`config.mk`:
```
export PLATFORM = sky130hd
export DESIGN_NAME = dft_uart_tx
export DESIGN_NICKNAME = d
export VERILOG_FILES = /design/src/rtl/dft_uart_tx.sv
export SDC_FILE = /design/constraint.sdc
export NUM_CORES = 1
export LEC_CHECK = 0
export ABC_AREA = 1
export BUFFER_PORTS_ARGS = -buffer_cell sky130_fd_sc_hd__buf_2
export CELL_PAD_IN_SITES_DETAIL_PLACEMENT = 1
export CELL_PAD_IN_SITES_GLOBAL_PLACEMENT = 2
export CORE_MARGIN = 5
export CORE_UTILIZATION = 39
export CTS_CLUSTER_DIAMETER = 100
export DETAILED_ROUTE_END_ITERATION = 7
export PLACE_DENSITY_LB_ADDON = 0.1
export SYNTH_ARGS = -nofsm -noshare
export SYNTH_HDL_FRONTEND = slang
export SYNTH_SLANG_ARGS = --single-unit
```
`constraint.sdc`:
```
create_clock -name clk -period 3.74 [get_ports clk]
set_clock_uncertainty 0.2 [all_clocks]
set_input_delay 0 -clock clk [delete_from_list [all_inputs] [get_ports clk]]
set_output_delay 0 -clock clk [all_outputs]
set_load 0.02 [all_outputs]
```
`src/rtl/dft_uart_tx.sv`:
```
// dft_uart_tx
// Streams processor register-file writes out of a UART for debug visibility.
// Every write to a non-zero register is captured into a small FIFO and sent
// as a 6-byte frame: 0xA5, {3'b000, addr[4:0]}, data[31:24] .. data[7:0].
// Each byte is 8N1, LSB first, CLKS_PER_BIT clocks per bit. Frames and bytes
// are sent back to back with no idle bit time between them.
//
// Ports
//   clk            : single clock, rising edge
//   rst            : synchronous, active-high reset
//   DFT_RegWrite   : register-file write strobe, one capture per high cycle
//   DFT_Address_in : destination register index, bits [4:0] used
//   DFT_data       : value written to the register file
//   tx             : UART serial output, idle high, registered
//   busy           : frame in flight or FIFO non-empty
//   overflow       : sticky, a capture was dropped because the FIFO was full
//
// FIFO_DEPTH must be a power of two, at least 2. CLKS_PER_BIT must be >= 2.
module dft_uart_tx #(
    parameter int BIT_WIDTH    = 32,
    parameter int CLKS_PER_BIT = 434,
    parameter int FIFO_DEPTH   = 4
) (
    input  logic                 clk,
    input  logic                 rst,
    input  logic                 DFT_RegWrite,
    input  logic [BIT_WIDTH-1:0] DFT_Address_in,
    input  logic [BIT_WIDTH-1:0] DFT_data,
    output logic                 tx,
    output logic                 busy,
    output logic                 overflow
);

    localparam int PTR_W   = $clog2(FIFO_DEPTH);
    localparam int CNT_W   = PTR_W + 1;
    localparam int CLK_W   = $clog2(CLKS_PER_BIT);
    localparam int ENTRY_W = 5 + BIT_WIDTH;

    typedef enum logic [1:0] {S_IDLE, S_START, S_DATA, S_STOP} state_t;

    // FIFO storage and control
    logic [ENTRY_W-1:0]   r_mem [FIFO_DEPTH];
    logic [PTR_W-1:0]     r_wr_ptr;
    logic [PTR_W-1:0]     r_rd_ptr;
    logic [CNT_W-1:0]     r_count;
    logic                 r_overflow;

    // Transmit FSM
    state_t               r_state;
    logic [CLK_W-1:0]     r_clk_cnt;
    logic [2:0]           r_bit_idx;
    logic [2:0]           r_byte_idx;
    logic [4:0]           r_frame_addr;
    logic [BIT_WIDTH-1:0] r_frame_data;
    logic                 r_tx;

    logic                 w_push_req;
    logic                 w_push;
    logic                 w_pop;
    logic                 w_full_block;
    logic                 w_fifo_nempty;
    logic                 w_bit_end;
    logic                 w_frame_end;
    logic [ENTRY_W-1:0]   w_head;
    logic [31:0]          w_data32;
    logic [7:0]           w_cur_byte;
    logic                 w_unused_addr;

    // Only the 5-bit register index is meaningful; the rest is discarded.
    assign w_unused_addr = ^DFT_Address_in[BIT_WIDTH-1:5];

    function automatic logic [7:0] frame_byte(input logic [2:0]  idx,
                                              input logic [4:0]  addr,
                                              input logic [31:0] data);
        case (idx)
            3'd0:    frame_byte = 8'hA5;
            3'd1:    frame_byte = {3'b000, addr};
            3'd2:    frame_byte = data[31:24];
            3'd3:    frame_byte = data[23:16];
            3'd4:    frame_byte = data[15:8];
            default: frame_byte = data[7:0];
        endcase
    endfunction

    // Frame payload is always presented as 32 bits on the wire.
    generate
        if (BIT_WIDTH >= 32) begin : g_data_trunc
            assign w_data32 = r_frame_data[31:0];
        end else begin : g_data_ext
            assign w_data32 = {{(32-BIT_WIDTH){1'b0}}, r_frame_data};
        end
    endgenerate

    assign w_fifo_nempty = (r_count != '0);
    assign w_head        = r_mem[r_rd_ptr];
    assign w_bit_end     = (r_clk_cnt == CLK_W'(CLKS_PER_BIT - 1));
    assign w_frame_end   = (r_state == S_STOP) && w_bit_end && (r_byte_idx == 3'd5);
    assign w_pop         = w_fifo_nempty && ((r_state == S_IDLE) || w_frame_end);
    // A full FIFO still accepts a write when the head leaves in the same cycle.
    assign w_full_block  = (r_count == CNT_W'(FIFO_DEPTH)) && !w_pop;
    assign w_push_req    = DFT_RegWrite && (DFT_Address_in[4:0] != 5'd0);
    assign w_push        = w_push_req && !w_full_block;
    assign w_cur_byte    = frame_byte(r_byte_idx, r_frame_addr, w_data32);

    always_ff @(posedge clk) begin
        if (w_push) begin
            r_mem[r_wr_ptr] <= {DFT_Address_in[4:0], DFT_data};
        end
    end

    always_ff @(posedge clk) begin
        if (rst) begin
            r_wr_ptr   <= '0;
            r_rd_ptr   <= '0;
            r_count    <= '0;
            r_overflow <= 1'b0;
        end else begin
            if (w_push) r_wr_ptr <= r_wr_ptr + 1'b1;
            if (w_pop)  r_rd_ptr <= r_rd_ptr + 1'b1;
            case ({w_push, w_pop})
                2'b10:   r_count <= r_count + 1'b1;
                2'b01:   r_count <= r_count - 1'b1;
                default: r_count <= r_count;
            endcase
            if (w_push_req && !w_push) r_overflow <= 1'b1;
        end
    end

    always_ff @(posedge clk) begin
        if (rst) begin
            r_state      <= S_IDLE;
            r_clk_cnt    <= '0;
            r_bit_idx    <= '0;
            r_byte_idx   <= '0;
            r_frame_addr <= '0;
            r_frame_data <= '0;
            r_tx         <= 1'b1;
        end else begin
            case (r_state)
                S_IDLE: begin
                    r_tx      <= 1'b1;
                    r_clk_cnt <= '0;
                    if (w_fifo_nempty) begin
                        r_state      <= S_START;
                        r_tx         <= 1'b0;
                        r_byte_idx   <= '0;
                        r_frame_addr <= w_head[ENTRY_W-1 -: 5];
                        r_frame_data <= w_head[BIT_WIDTH-1:0];
                    end
                end
                S_START: begin
                    if (w_bit_end) begin
                        r_clk_cnt <= '0;
                        r_bit_idx <= '0;
                        r_state   <= S_DATA;
                        r_tx      <= w_cur_byte[0];
                    end else begin
                        r_clk_cnt <= r_clk_cnt + 1'b1;
                    end
                end
                S_DATA: begin
                    if (w_bit_end) begin
                        r_clk_cnt <= '0;
                        if (r_bit_idx == 3'd7) begin
                            r_state <= S_STOP;
                            r_tx    <= 1'b1;
                        end else begin
                            r_bit_idx <= r_bit_idx + 1'b1;
                            r_tx      <= w_cur_byte[r_bit_idx + 3'd1];
                        end
                    end else begin
                        r_clk_cnt <= r_clk_cnt + 1'b1;
                    end
                end
                S_STOP: begin
                    if (w_bit_end) begin
                        r_clk_cnt <= '0;
                        if (r_byte_idx != 3'd5) begin
                            r_byte_idx <= r_byte_idx + 1'b1;
                            r_state    <= S_START;
                            r_tx       <= 1'b0;
                        end else if (w_fifo_nempty) begin
                            // Next frame starts straight out of the stop bit.
                            r_byte_idx   <= '0;
                            r_state      <= S_START;
                            r_tx         <= 1'b0;
                            r_frame_addr <= w_head[ENTRY_W-1 -: 5];
                            r_frame_data <= w_head[BIT_WIDTH-1:0];
                        end else begin
                            r_state <= S_IDLE;
                        end
                    end else begin
                        r_clk_cnt <= r_clk_cnt + 1'b1;
                    end
                end
                default: r_state <= S_IDLE;
            endcase
        end
    end

    assign tx       = r_tx;
    assign overflow = r_overflow;
    assign busy     = (r_state != S_IDLE) || w_fifo_nempty;

endmodule

```
==> metrics.yaml <==
pin_count: 70
first_global_vias: 6832
cellPowerDensity_nw_per_um2: 669
synth_cells: 836
n_antenna_cell: 0
cts_sinks: 213
period_needed_ns: 2.87
grt_max_degree: 75
synth_nets: 921
endpoint_kind: "flip-flop"
first_iter_violations: 374
dieArea_um2: 25400
relSlewSlack: 0.252
wl_per_cell_um: 18.5
path_max_fanout: 37
synth_top_area_frac: 0.510
worst_hold_path_type: "in -> reg"
required_ns: 3.69
numCtsBuffers: 24
netlist_top_cells_area: "edfxtp_1 (51%), dfxtp_1 (15%), nor2_1 (7.7%), o21ai_0 (6.4%), nand2_1 (3.7%)"
drt-pass1-iter-count: 4
ys_seq_area_frac: 0.659
path_clk_slew_ns: 0.06
drive_gt1_frac: 0.124
avgSynthCellArea_um2: 10.4
power_leakage_nw: 3.85
io_buffers: 42
tritoncts: "yes"
worstPathArrival_ns: 2.82
insertion_delay_ns: 0.52
outcome: "completed"
hold_viol: 0
cp-start-kind: "flip-flop"
final_cell_mix: "nor2_1 (174), edfxtp_1 (148), o21ai_0 (112)"
synth_top_cell_by_area: "edfxtp_1"
post-route-period-util: 0.767
synthArstFlopShare: 0
start_util: 0.398
cts_setup_buffers: 0
setup-tns-final_ns: 0
antenna_found_initial: 0
cts_resized: 0
totalWireLength_um: 22500
drc: 0
final_common_cell: "nor2_1"
areaGrowthSynthToFinish_pct: 19.6
finalMaxSlewViolations: 0
cap_violations: 0
setup_viol: 0
grt_overflow_total: 0
core_area_um2: 21900
met3_length_um: 722
ys_ff_latch: 213
gp_congestion: 0.799
nFillCells: 2412
syn-cell-area_um2: 8710
fin_util: 0.476
met1_length_um: 9660
r2r_setup_slack_ns: 0.87
ant_nets: 0
tightest_slew_ns: 1.12
grt_pass1_wl_um: 36100
rsz0062_at_grt: "false"
synth.distinct_cells: 37
wl_met2_um: 11500
via_count: 6296
worstSetupPathType: "reg -> reg"
die_height_um: 159
fin_nets: 1004
hpwl_um: 13500
grt_usage: 0.175
yosys_warnings: 0
clock.fmax_ghz: 0.348
dr.max_layer_used: "met4"
htree_levels: 1
core.rowCount: 54
die_x_um: 159
avgViaCountPerCell: 5.17
irDropWorstVdd_mv: 0.368
synth_edf_count: 148
synth-main-ff-cell: "edfxtp_1"
finalPower_mw: 6.97
clockBufferDepth: 3
cts-root-buf: "clkbuf_16"
-- metrics by stage --
step                      worst slack, ns  std cells  hold slack (ns)  instance area [um^2]
after floorplan                     0.277        836           -0.101                  8710
after global placement              0.938       1131          0.00836                  9240
after detailed placement            0.867       1131           0.0144                  9240
after CTS                           0.837       1217          0.00237                 10400
after global routing                0.690       1217           0.0324                 10400
final                               0.870       1217           0.0263                 10400
-- where the power goes --
part           internal, mW  switching [mW]
clock network          1.29           0.926
logic                 0.499            1.20
registers              2.89           0.177
-- metal layers --
metal / up-vias / GRT usage
met5: - / 0
met4: 0 / 0.0496
met3: 40 / 0.0228
met2: 106 / 0.319
met1: 3102 / 0.216
li1: 3048 / -
-- synth_stat cells, types with 3 or more instances --
master / instances
a21oi_1: 22
a31oi_1: 36
buf_1: 4
buf_2: 8
clkbuf_1: 26
dfxtp_1: 65
edfxtp_1: 148
ha_1: 17
inv_1: 51
inv_2: 3
nand2_1: 87
nand2_2: 4
nand3_1: 23
nor2_1: 178
nor3_1: 6
o21ai_0: 112
o21ai_1: 16
o22ai_1: 3
-- timing repair --
item,4_1_cts,5_1_grt
hold buffers,42,0
setup endpoints to repair,0,0
hold endpoints to repair,162,0
-- sequential cells by signal, indices dropped and copies added (netlist names), named ones only --
name,cells
r_frame_data,32
r_bit_idx,3
overflow,1
r_state,2
r_clk_cnt,9
r_rd_ptr,2
r_frame_addr,5
r_count,3
r_byte_idx,3
r_mem,148
tx,1
r_wr_ptr,2
-- final timing paths --
| kind | cells past startpoint | endpoint | from |
|---|---|---|---|
| worst min register to register | 2 | r_frame_data[29] | r_frame_data[29] |
| worst min-delay path | 2 | r_mem[2][15] | DFT_data[15] |
| worst max-delay path | 11 | r_mem[3][15] | r_byte_idx[1] |
| worst max register to register | 11 | r_mem[3][15] | r_byte_idx[1] |
-- layout make-up --
class | count | area, um^2 | area share
clock buffer | 34 | 688 | 0.0660
tap | 280 | 350 | 0.0336
clock inverter | 10 | 76.3 | 0.00732
inverter | 55 | 209 | 0.0201
timing repair buffer | 97 | 728 | 0.0699
sequential | 213 | 5750 | 0.551
multi-input combinational | 528 | 2620 | 0.252
-- critical path: stages (launching register included) --
cell and delay (ns):
dfxtp_1 0.34, inv_1 0.09, ha_1 0.33, nand2_1 0.16, nor2_2 0.16, inv_2 0.05, nand2_1 0.07, nand3_2 0.11
nand3_2 0.10, nand2_2 0.18, nor2_4 0.14, buf_4 0.52
-- logic make-up after synthesis --
family,synth area share
XOR/XNOR,0.00201
adder cells (fa/ha/maj),0.0267
AO/OA/AOI/OAI,0.122
flip-flops,0.659
buffers and inverters,0.0441
AND/OR/NAND/NOR,0.145
No activity file was read; power rests on OpenSTA's default activity.
